===== config.mk =====
export PLATFORM = sky130hd
export DESIGN_NAME = barrel_shifter_pipe
export DESIGN_NICKNAME = d
export VERILOG_FILES = /design/src/rtl/shifter_pkg.sv /design/src/rtl/shift_level.sv /design/src/rtl/barrel_shifter_pipe.sv
export SDC_FILE = /design/constraint.sdc
export NUM_CORES = 1
export LEC_CHECK = 0
export ABC_AREA = 1
export CAP_MARGIN = 20
export CELL_PAD_IN_SITES_DETAIL_PLACEMENT = 2
export CELL_PAD_IN_SITES_GLOBAL_PLACEMENT = 2
export CORE_MARGIN = 10
export CORE_UTILIZATION = 24
export CTS_BUF_LIST = sky130_fd_sc_hd__clkbuf_8 sky130_fd_sc_hd__clkbuf_16
export DETAILED_ROUTE_END_ITERATION = 8
export GPL_TIMING_DRIVEN = 0
export PLACE_DENSITY_LB_ADDON = 0.12
export SLEW_MARGIN = 5
export SYNTH_ARGS = -nofsm -noshare
export SYNTH_HDL_FRONTEND = slang
export SYNTH_HIERARCHICAL = 1
export SYNTH_SLANG_ARGS = --single-unit

===== constraint.sdc =====
create_clock -name clk -period 2.7 [get_ports clk]
set_clock_uncertainty 0.2 [all_clocks]
set_input_delay 0.54 -clock clk [delete_from_list [all_inputs] [get_ports clk]]
set_output_delay 0.54 -clock clk [all_outputs]
set_load 0.05 [all_outputs]

===== src/rtl/shifter_pkg.sv =====
// Shared constants and types for the pipelined barrel shifter.
package shifter_pkg;

    localparam int SHIFT_MODE_W = 3;

    localparam logic [SHIFT_MODE_W-1:0] SHIFT_SLL = 3'd0;
    localparam logic [SHIFT_MODE_W-1:0] SHIFT_SRL = 3'd1;
    localparam logic [SHIFT_MODE_W-1:0] SHIFT_SRA = 3'd2;
    localparam logic [SHIFT_MODE_W-1:0] SHIFT_ROL = 3'd3;
    localparam logic [SHIFT_MODE_W-1:0] SHIFT_ROR = 3'd4;

    typedef logic [SHIFT_MODE_W-1:0] shift_mode_t;

endpackage


===== src/rtl/shift_level.sv =====
// One combinational level of the shift network: shifts or rotates by a fixed
// AMOUNT when enabled. Modes outside the defined set pass the data through.
module shift_level
    import shifter_pkg::*;
#(
    parameter int WIDTH  = 8,
    parameter int AMOUNT = 1
) (
    input  logic [WIDTH-1:0] data_in,
    input  logic             en,
    input  shift_mode_t      mode,
    output logic [WIDTH-1:0] data_out
);

    // Select the fixed-distance shift/rotate for the current mode.
    always_comb begin
        data_out = data_in;
        if (en) begin
            case (mode)
                SHIFT_SLL: data_out = {data_in[WIDTH-AMOUNT-1:0], {AMOUNT{1'b0}}};
                SHIFT_SRL: data_out = {{AMOUNT{1'b0}}, data_in[WIDTH-1:AMOUNT]};
                SHIFT_SRA: data_out = {{AMOUNT{data_in[WIDTH-1]}}, data_in[WIDTH-1:AMOUNT]};
                SHIFT_ROL: data_out = {data_in[WIDTH-AMOUNT-1:0], data_in[WIDTH-1:WIDTH-AMOUNT]};
                SHIFT_ROR: data_out = {data_in[AMOUNT-1:0], data_in[WIDTH-1:AMOUNT]};
                default:   data_out = data_in;
            endcase
        end else begin
            data_out = data_in;
        end
    end

endmodule


===== src/rtl/barrel_shifter_pipe.sv =====
// Pipelined multi-mode barrel shifter with valid/ready on both ports.
// The log2(WIDTH) shift levels are split into PIPE_STAGES groups, each group
// followed by a register slice; mode, shift amount and valid travel along.
module barrel_shifter_pipe
    import shifter_pkg::*;
#(
    parameter int WIDTH       = 8,
    parameter int PIPE_STAGES = 1
) (
    input  logic                     clk,
    input  logic                     rst,
    input  logic                     in_valid,
    output logic                     in_ready,
    input  logic [WIDTH-1:0]         in_data,
    input  logic [$clog2(WIDTH)-1:0] in_shift,
    input  logic [SHIFT_MODE_W-1:0]  in_mode,
    output logic                     out_valid,
    input  logic                     out_ready,
    output logic [WIDTH-1:0]         out_data
);

    localparam int LEVELS     = $clog2(WIDTH);
    localparam int GRP_LEVELS = (LEVELS + PIPE_STAGES - 1) / PIPE_STAGES;

    // Stage registers
    logic [PIPE_STAGES-1:0] stg_valid_r;
    logic [WIDTH-1:0]       stg_data_r  [PIPE_STAGES];
    shift_mode_t            stg_mode_r  [PIPE_STAGES];
    logic [LEVELS-1:0]      stg_shift_r [PIPE_STAGES];

    // Per-stage inputs (previous slice, or the input port for stage 0)
    logic [PIPE_STAGES-1:0] src_valid_s;
    logic [WIDTH-1:0]       src_data_s  [PIPE_STAGES];
    shift_mode_t            src_mode_s  [PIPE_STAGES];
    logic [LEVELS-1:0]      src_shift_s [PIPE_STAGES];

    logic [WIDTH-1:0]       res_s [PIPE_STAGES];
    logic [PIPE_STAGES-1:0] ld_s;
    logic                   unused_bits_s;

    // Route each stage's source: input port for stage 0, previous slice otherwise.
    always_comb begin
        src_valid_s[0] = in_valid;
        src_data_s[0]  = in_data;
        src_mode_s[0]  = in_mode;
        src_shift_s[0] = in_shift;
        for (int s = 1; s < PIPE_STAGES; s++) begin
            src_valid_s[s] = stg_valid_r[s-1];
            src_data_s[s]  = stg_data_r[s-1];
            src_mode_s[s]  = stg_mode_r[s-1];
            src_shift_s[s] = stg_shift_r[s-1];
        end
    end

    // Ready chain: a stage loads when it is empty or its successor takes its content.
    always_comb begin
        ld_s = {PIPE_STAGES{1'b0}};
        ld_s[PIPE_STAGES-1] = !stg_valid_r[PIPE_STAGES-1] || out_ready;
        for (int s = PIPE_STAGES - 2; s >= 0; s--) begin
            ld_s[s] = !stg_valid_r[s] || ld_s[s+1];
        end
    end

    // Shift network; the first level of every group starts from that group's source.
    for (genvar k = 0; k < LEVELS; k++) begin : g_lvl
        localparam int GRP = k / GRP_LEVELS;
        logic [WIDTH-1:0] lvl_in_s;
        logic [WIDTH-1:0] lvl_out_s;

        if ((k % GRP_LEVELS) == 0) begin : g_first
            assign lvl_in_s = src_data_s[GRP];
        end else begin : g_chain
            assign lvl_in_s = g_lvl[k-1].lvl_out_s;
        end

        shift_level #(
            .WIDTH  (WIDTH),
            .AMOUNT (2 ** k)
        ) u_level (
            .data_in  (lvl_in_s),
            .en       (src_shift_s[GRP][k]),
            .mode     (src_mode_s[GRP]),
            .data_out (lvl_out_s)
        );
    end

    // Stage result: last level of the group, or pass-through for a group with no levels.
    for (genvar s = 0; s < PIPE_STAGES; s++) begin : g_stage
        localparam int LO = s * GRP_LEVELS;
        localparam int HI = ((s + 1) * GRP_LEVELS < LEVELS) ? (s + 1) * GRP_LEVELS : LEVELS;
        if (HI > LO) begin : g_net
            assign res_s[s] = g_lvl[HI-1].lvl_out_s;
        end else begin : g_pass
            assign res_s[s] = src_data_s[s];
        end
    end

    // Register slices: clear on reset, otherwise load whenever the ready chain allows.
    always_ff @(posedge clk) begin
        if (rst) begin
            for (int s = 0; s < PIPE_STAGES; s++) begin
                stg_valid_r[s] <= 1'b0;
                stg_data_r[s]  <= {WIDTH{1'b0}};
                stg_mode_r[s]  <= {SHIFT_MODE_W{1'b0}};
                stg_shift_r[s] <= {LEVELS{1'b0}};
            end
        end else begin
            for (int s = 0; s < PIPE_STAGES; s++) begin
                if (ld_s[s]) begin
                    stg_valid_r[s] <= src_valid_s[s];
                    stg_data_r[s]  <= res_s[s];
                    stg_mode_r[s]  <= src_mode_s[s];
                    stg_shift_r[s] <= src_shift_s[s];
                end
            end
        end
    end

    // Collect control bits that later stages no longer need (consumed shift bits, tail mode).
    always_comb begin
        unused_bits_s = 1'b0;
        for (int s = 0; s < PIPE_STAGES; s++) begin
            unused_bits_s = unused_bits_s ^ (^stg_shift_r[s]) ^ (^stg_mode_r[s])
                          ^ (^src_shift_s[s]) ^ (^src_mode_s[s]);
        end
    end

    assign in_ready  = ld_s[0];
    assign out_valid = stg_valid_r[PIPE_STAGES-1];
    assign out_data  = stg_data_r[PIPE_STAGES-1];

endmodule

### After elaboration in Yosys (flattened, before gate mapping)

Memory sizes are Yosys's and may differ from the RTL's.
Index checks and enable logic that the tools add are counted.

| word-level totals | value |
|---|---|
| register bits after elaboration | 1 |
| RAM bits | 8 |
| output and inout port bits | 10 |
| memories kept | 1 |

Memories:

| memory | words | bits a word | read ports | clocked after memory_dff | wr ports | line | RTL |
|---|---|---|---|---|---|---|---|
| stg_data_r | 1 | 8 | 1 | 0 | 1 | barrel_shifter_pipe.sv:27 | `logic [WIDTH-1:0] stg_data_r [PIPE_STAGES];` |

| cells by class | value |
|---|---|
| equality and inequality tests | 4 |
| multiplexer cells | 13 |
| reductions and logical operators | 5 |

Operators by type and width:

| cell | number |
|---|---|
| case mux 8 bit (5 select lines) | 2 |
| two-way mux 8 bit | 4 |
| case mux 8 bit (4 select lines) | 1 |
| OR reduction 8 bit | 1 |
| equality test 3 x 2 -> 1 bit (second input constant) | 2 |
| two-way mux 1 bit | 6 |
| equality test 3 x 1 -> 1 bit (second input constant) | 1 |
| equality test 3 bit (second input constant) | 1 |
| logical NOT 3 bit | 1 |
| OR reduction 2 bit | 1 |
| logical NOT 1 bit | 1 |
| logical OR 1 bit | 1 |

### Logic depth before layout (Yosys ltp)

Gate-level depths: netlist of run 1.

| logic depth | value |
|---|---|
| depth in word-level cells | 8 |
| mapped depth | 21 |
| mapped depth without buffers | 21 |

### Modules after synthesis

Netlist of run 1, hierarchy kept.

Modules (own cells, without submodules):

| module | instances | cells an instance | area an instance (um^2) | seq. area each (um^2) |
|---|---|---|---|---|
| barrel_shifter_pipe | 1 | 32 | 357.8 | 260.2 |
| shift_level (g_lvl[0].u_level) | 1 | 67 | 302.8 | 0.0 |
| shift_level (g_lvl[1].u_level) | 1 | 69 | 290.3 | 0.0 |
| shift_level (g_lvl[2].u_level) | 1 | 40 | 219.0 | 0.0 |

### Least setup slack after synthesis of run 1

No wires, ideal clock.

| timing path | value |
|---|---|
| path kind | in2reg |
| from | in in_mode[1] |
| to | mem stg_data_r[0][4] (data pin) |
| data arrival time | 2.001 ns |
| setup slack | 0.359 ns |
| stages | 17 |
| path buffers | 0 |
| cells stage by stage | nor2_2 > nand2_1 > a21oi_1 > nor2_1 > nor2_1 > nand3_1 > nand2_1 > inv_1 > nand3_1 > nand2_1 > inv_1 > nand2_1 > nor2_2 > nor2_4 > a21oi_2 > inv_1 > nor2_1 |

| on the way | value |
|---|---|
| cells in the longest elaborated chain, start to end | 8 |

Ends and longest elaborated chain:

| item | line | RTL |
|---|---|---|
| start, declared | barrel_shifter_pipe.sv:16 | `input logic [SHIFT_MODE_W-1:0] in_mode,` |
| equality test 3 bit (tied with other cells) | shift_level.sv:19 | `case (mode)` |
| case mux 8 bit (5 select lines) * | shift_level.sv:19 |  |
| two-way mux 8 bit * | shift_level.sv:18 | `if (en) begin` |
| named net g_lvl[0].lvl_out_s[1] | barrel_shifter_pipe.sv:68 | `logic [WIDTH-1:0] lvl_out_s;` |
| case mux 8 bit (5 select lines) * | shift_level.sv:19 |  |
| two-way mux 8 bit * | shift_level.sv:18 |  |
| named net g_lvl[1].lvl_out_s[7] | barrel_shifter_pipe.sv:68 |  |
| case mux 8 bit (4 select lines) * | shift_level.sv:19 |  |
| two-way mux 8 bit * | shift_level.sv:18 |  |
| named net g_lvl[2].lvl_out_s[4] | barrel_shifter_pipe.sv:68 |  |
| two-way mux 8 bit (no line) * | -- |  |
| end, declared | barrel_shifter_pipe.sv:27 |  |

The timed path passes the listed nets; every way through them passes the cells marked *.

### Final worst setup path of run 1

| timing path | value |
|---|---|
| from | in in_data[4] |
| to | mem stg_data_r[0][6] (data pin) |

| on the way | value |
|---|---|
| cells in the longest elaborated chain, start to end | 7 |

Ends and longest elaborated chain:

| item | line | RTL |
|---|---|---|
| start, declared | barrel_shifter_pipe.sv:14 | `input logic [WIDTH-1:0] in_data,` |
| case mux 8 bit (5 select lines) | shift_level.sv:19 |  |
| two-way mux 8 bit | shift_level.sv:18 |  |
| named net g_lvl[0].lvl_out_s[5] | barrel_shifter_pipe.sv:68 |  |
| case mux 8 bit (5 select lines) | shift_level.sv:19 |  |
| two-way mux 8 bit | shift_level.sv:18 |  |
| named net g_lvl[1].lvl_out_s[7] | barrel_shifter_pipe.sv:68 |  |
| case mux 8 bit (4 select lines) | shift_level.sv:19 |  |
| two-way mux 8 bit | shift_level.sv:18 |  |
| named net g_lvl[2].lvl_out_s[6] | barrel_shifter_pipe.sv:68 |  |
| two-way mux 8 bit (no line) | -- |  |

The timed path passes the listed nets, and every way through them passes these cells.

==> impl_results.md, run 1 <==
- CTS tree: yes
- FP Rows: 25
- Seq cells post-synth: 9
- Initial antenna violation count: 0
- Clk buf depth: 2
- Total number of vias: about 1400
- Via/cell ratio: 4.38
- Area grow syn2layout: 46.1%
- Vias in the first global route: 1475
- Gr usage total: approximately a tenth
- Max cap viols: 0
- Fin. Hold Viols: 0
- H-tree lvl count: 1
- Fin nets: roughly 260
- Met3 usage: ~1.6%
- DR pass1 iterations: 4
- Post-route minimum period: between 2 and 2.5 ns
- Wire length per cell: approximately 13 um
- First-pass GRT wire length: 7180 um
- CP arrival: 2.34 ns
- CTS Buf Count: 3
- Die Span X: around 90 um
- I/O Pins: 28
- Yosys Warn Count: 6
- Clock root buffer: clkbuf_8
- Fmax achieved: between 400 and 500 MHz
- Pwr/cell area: between 300 and 400 nW/um^2
- CP max stage cell: clkdlybuf4s50_1
- Chip height: between 80 and 90 um
- Routability Congestion: 0.792
- Worst Setup Start Kind: input pin
- DP Area: ~1500 sq um
- Num Clock Sinks: 9
- Fin area: roughly 1700 sq um
- GR Util met1: between 10% and 20%
- Clk Latency, worst-skew pair: between 0.2 and 0.25 ns
- Yosys top cell area share: between 20% and 30%
- Starting Density: 24.8%
- Final WL: approximately 4100 um
- Most frequent cells in the layout: nor2_1 (60), nand2_1 (46), inv_1 (27)
- CP required: between 2 and 3 ns
- Ant diodes: 0
- Synth area leaders: edfxtp_1 (21%), nor2_1 (20%), nand2_1 (16%), inv_1 (9.0%), nand3_1 (6.4%)
- Register area share after synthesis: ~22%
- Worst slew pin tran: 0.511 ns
- HP Class: reg -> reg
- Maximum fanout along the worst path: 4
- Core area: 4720 sq um
- Critical path, cell by cell: clkdlybuf4s50_1 > nand3_1 > nand2_2 > nor2_1 > nor2_1 > nand2_1 > nand3_2 > nand2_1 > inv_2 > nand2_1 > nor2_2 > nor2_4 > a21oi_2 > inv_1 > nor2_1
- Commonest non-fill, non-tap cell in the layout: nor2_1
- Port buffer count: 27
- Final worst hold slack: 0.501 ns
- Met2 Use GR: 18.9%
- Crit path largest cell delay: ~0.53 ns
- GRT Max-Usage Layer: met2
- Post-DP HPWL: approximately 3300 um
- Largest net degree at the start of global routing: 13
- Final Setup Violations: 0
- Layout cells sized above 1: 21.2%
- Synthesized cell area: between 1000 and 1500 sq um
- Clock slew at reported path FFs: roughly 0.040 ns
- Yosys cell types: 20
- # DRC: 0
- Worst slew margin: 65.9%
- Final period utilization: about nine tenths
- Post-Syn Nets: approximately 230
- Leakage Power: 0.844 nW
- Syn Inst Count: between 200 and 250
- Sum of negative setup slack: 0 ns
- IR Drop Worst-Case VDD: between 150 and 200 uV
- Starting DRT DRC Count: 12
- Overflow after GRT: 0
- Die area: between 8000 and 9000 sq um
- Syn avg cell area: approximately 5.6 sq um
- Status: finished, final reports clean
- Fin. max-slew vios: 0
- Critical Path Sink Type: flop
- Critical path type: in -> reg
- DRT antenna net count: 0
- Yosys top cell by area: edfxtp_1
path summary, 6_finish.rpt:
check                                start                to  slack (ns)  depth (start not counted)
worst min register to register   out_valid  stg_data_r[0][7]        0.50                          3
worst max-delay path            in_data[4]  stg_data_r[0][6]        0.25                         15
worst max register to register   out_valid  stg_data_r[0][3]        1.47                          1
worst min-delay path             out_valid  stg_data_r[0][7]        0.50                          3
registers in the layout, summed over array words and instances (netlist names):
register	cells
out_valid	1
stg_data_r	8
report_power, final:
group	switching (W)	total, W	internal, W
Combinational	0.000212	0.000338	0.000126
Sequential	0.00000434	0.000174	0.000170
Clock	0.0000489	0.000147	0.0000986
per-stage QoR:
step	total power (W)	cells	setup WS, ns	utilization [%]
after floorplan	0.000383	208	0.359	-
after global placement	0.000489	302	-1.07	32.3
after detailed placement	0.000494	302	-1.07	32.3
after CTS	0.000650	308	0.0106	33.8
after global routing	0.000713	312	-0.00289	36.2
final	0.000660	312	0.251	36.2
critical path: cells and delay by family:
family,cells,cell delay (ns)
AOI/OAI and AO/OA,1,0.14
buffers and inverters,3,0.65
and+or+nand+nor,11,1.02
cell usage after synthesis:
library cell	count
a21oi_1	9
a21oi_2	4
nor2_1	61
o21ai_1	4
inv_2	5
o21ai_2	2
nand2_1	50
nor3_1	2
o21ai_4	1
nand2_4	3
o21ai_0	1
nand3_1	15
dfxtp_1	1
nand2_2	4
nand3_2	1
nor2_4	2
edfxtp_1	8
nor2_2	5
buf_6	2
inv_1	28
routing by layer:
layer	vias to the layer above	share of wire (%)
met5	-	0
met4	0	0.62
met3	4	3.6
met2	22	52
met1	624	43
li1	715	-
layout make-up:
class	count	area, sq um
fill	581	3010
tap	67	83.8
buffer	2	22.5
clock inverter	1	3.75
inverter	33	129
clock buffer	3	41.3
timing repair buffer	33	358
multi-input combinational	164	811
sequential	9	260
cells by family (layout without fill, tap and decap cells):
family,after synthesis,after routing,share of synthesized area (%)
AND/OR/NAND/NOR,143,143,53.4
AO/OA/AOI/OAI,21,21,11.9
flip-flops,9,9,22.2
buffers and inverters,35,72,12.5
repair_timing:
action / 4_1_cts / 5_1_grt
pin swaps: 1 / 11
setup endpoints to repair: 8 / 8
hold buffers: 0 / 0
endpoints found under the hold margin: 0 / 0
setup buffers: 2 / 4
resized for setup: 25 / 24
Power figures use the tool's default switching activity.
==> run 2: changes to the inputs <==
--- a/config.mk
+++ b/config.mk
@@ -14,6 +14,7 @@
 export CTS_BUF_LIST = sky130_fd_sc_hd__clkbuf_8 sky130_fd_sc_hd__clkbuf_16
 export DETAILED_ROUTE_END_ITERATION = 8
 export GPL_TIMING_DRIVEN = 0
+export HOLD_SLACK_MARGIN = 0.05
 export PLACE_DENSITY_LB_ADDON = 0.12
 export SLEW_MARGIN = 5
 export SYNTH_ARGS = -nofsm -noshare
==> constraint.sdc (replaced) <==
create_clock -name clk -period 2.7 [get_ports clk]
set_clock_uncertainty 0.2 [all_clocks]
set_input_delay 0.27 -clock clk [delete_from_list [all_inputs] [get_ports clk]]
set_output_delay 0.27 -clock clk [all_outputs]
set_load 0.05 [all_outputs]
==> run 2 against run 1 <==
Compared with the run above:
- worst hold slack worse by 0.097 ns
- setup slack better by 0.064 ns
- final area is 6.1% lower
- via count is 1.7% lower
- sequential power hardly changed
- critical path depth is 3 higher
- non-clock buffer count is 3 lower
- cell count is 0.96% lower
- register-to-register slack hardly changed
- first-iteration DRC count is 8.3% higher
- critical endpoint unchanged
- largest cell class unchanged
==> impl_results.md, run 2 (synthesis results as in run 1) <==
- I/O Pins: 28
- Status: finished, final reports clean
- Chip height: about 90 um
- Delay-heaviest family, CP: buffers and inverters
- Worst Hold End: out_valid
- Max cap viols: 0
- Crit path largest cell delay: 0.45 ns
- Commonest non-fill, non-tap cell in the layout: nor2_1
- Top reg by flops: stg_data_r
- Maximum fanout along the worst path: 6
- Ant diodes: 0
- # fillers: slightly below 600
- Initial antenna violation count: 0
- Max reg flops: 8
- DRT antenna net count: 0
- Hold Path Depth: 3
- Worst slew pin tran: between 0.5 and 0.6 ns
- Via/cell ratio: 4.34
- Cell Count Post-Placement: ~300
- Clk buf depth: 2
- Routability Congestion: ~0.79
- # DRC: 0
- Starting Density: approximately a quarter
- Largest net degree at the start of global routing: 13
- Fin. max-slew vios: 0
- Most frequent cells in the layout: nor2_1 (60), nand2_1 (48), inv_1 (29)
- Area grow syn2layout: 37.1%
- Leakage Power: approximately 0.8 nW
- Post-DP HPWL: between 3000 and 4000 um
- CP bufs+invs: 6
- Reg-to-reg slack, setup: about 1.5 ns
- Utilization after layout: between 30% and 40%
- Final period utilization: 88.3%
- Wire length per cell: roughly 13 um
- Core area: between 4000 and 5000 sq um
- Clk Latency, worst-skew pair: roughly 0.23 ns
- CTS tree: yes
- CP required: approximately 2.6 ns
- IR Drop Worst-Case VDD: about 160 uV
- Area of the multi-input gates: approximately 800 sq um
- Die Span X: between 80 and 90 um
- HP Class: in -> reg
- CP max stage cell: clkdlybuf4s50_1
- Final Setup Violations: 0
- Fin. Hold Viols: 0
- Final WL: a little under 4000 um
- Fmax achieved: between 400 and 500 MHz
- Clock slew at reported path FFs: ~0.04 ns
- Worst reg2reg startpoint: out_valid
- Worst Setup Start Kind: input pin
- Vias in the first global route: ~1500
- Overflow after GRT: 0
- Worst R2R End: stg_data_r[0][3]
- Worst slew margin: about 66%
- DR pass1 iterations: 4
- Num Clock Sinks: 9
- H-tree lvl count: 1
- FP Rows: 25
- Clock root buffer: clkbuf_8
- First-pass GRT wire length: around 7000 um
- Critical path type: in -> reg
- Post-route minimum period: about 2.4 ns
- Total number of vias: between 1000 and 1500
- Pwr/cell area: 399 nW/um^2
- Gr usage total: 10.1%
- Layout cells sized above 1: between 10% and 20%
- Register area: around 260 sq um
- CTS Buf Count: 3
- CP arrival: 2.28 ns
- Die area: between 8000 and 9000 sq um
- Critical path, cell by cell: clkdlybuf4s50_1 > o21ai_4 > inv_2 > buf_6 > buf_4 > nand2_2 > nor2_1 > nor2_1 > nand2_1 > nand3_1 > nand2_1 > inv_1 > nand2_1 > nor2_2 > nor2_4 > a21oi_2 > inv_1 > nor2_1
- Starting DRT DRC Count: 13
- Fin nets: about 260
- R2R depth: 1
- Non-Filler Instances: ~300
- Critical Path Sink Type: flop
- HP Start: in_valid
- Port buffer count: 27
-- run 2: how the worst max path moves through the flow --
| stage | start | end | cells past startpoint |
|---|---|---|---|
| floorplan | in_mode[1] | stg_data_r[0][4] | 17 |
| global placement | in_mode[2] | stg_data_r[0][4] | 18 |
| detailed placement | in_mode[2] | stg_data_r[0][6] | 18 |
| CTS | in_mode[1] | stg_data_r[0][6] | 19 |
| global route | in_mode[1] | stg_data_r[0][4] | 19 |
| finish | in_shift[0] | stg_data_r[0][6] | 18 |
-- run 2: repair_timing --
action,CTS,global route
resized for setup,11,13
setup endpoints to repair,8,7
cloned,0,0
setup buffers,0,3
hold buffers,0,0
endpoints found under the hold margin,0,0
-- run 2: where the power goes --
| part | total (W) | switching [W] | internal, W |
|---|---|---|---|
| logic | 0.000318 | 0.000205 | 0.000113 |
| registers | 0.000174 | 0.00000434 | 0.000170 |
| clock network | 0.000148 | 0.0000496 | 0.0000986 |
| total | 0.000641 | 0.000259 | 0.000381 |
-- run 2: final cells by class --
type | instances | share of cell area (%)
multi-input combinational | 164 | 48.7
timing repair buffer | 30 | 17.8
sequential | 9 | 16.2
inverter | 33 | 7.88
tap | 67 | 5.23
clock buffer | 3 | 2.57
buffer | 2 | 1.40
clock inverter | 1 | 0.234
-- run 2: metal layers --
layer	track usage, %	vias to the layer above	share of wire, %
met1	12.0	605	45
met2	18.3	23	50
li1	-	709	-
met3	1.58	5	3.7
met4	2.43	0	0.91
met5	0	-	0
-- run 2: through the flow --
| stage | hold slack, ns | setup slack (ns) | power [W] | setup TNS (ns) | area, sq um |
|---|---|---|---|---|---|
| after global placement | 0.484 | -0.804 | 0.000489 | -5.16 | 1520 |
| after CTS | 0.401 | 0.0356 | 0.000645 | 0 | 1580 |
| after floorplan | 0.181 | 0.629 | 0.000383 | 0 | 1170 |
| final | 0.404 | 0.315 | 0.000641 | 0 | 1600 |
| after detailed placement | 0.493 | -0.803 | 0.000494 | -5.09 | 1520 |
| after global routing | 0.427 | -0.00272 | 0.000693 | -0.00272 | 1600 |
==> run 3: changes to the inputs <==
--- a/config.mk
+++ b/config.mk
@@ -16,7 +16,7 @@
 export GPL_TIMING_DRIVEN = 0
 export HOLD_SLACK_MARGIN = 0.05
 export PLACE_DENSITY_LB_ADDON = 0.12
-export SLEW_MARGIN = 5
+export SLEW_MARGIN = 15
 export SYNTH_ARGS = -nofsm -noshare
 export SYNTH_HDL_FRONTEND = slang
 export SYNTH_HIERARCHICAL = 1
==> results of run 3 <==
Same layout as run 2: the final DEF is identical, and so are final timing and power.
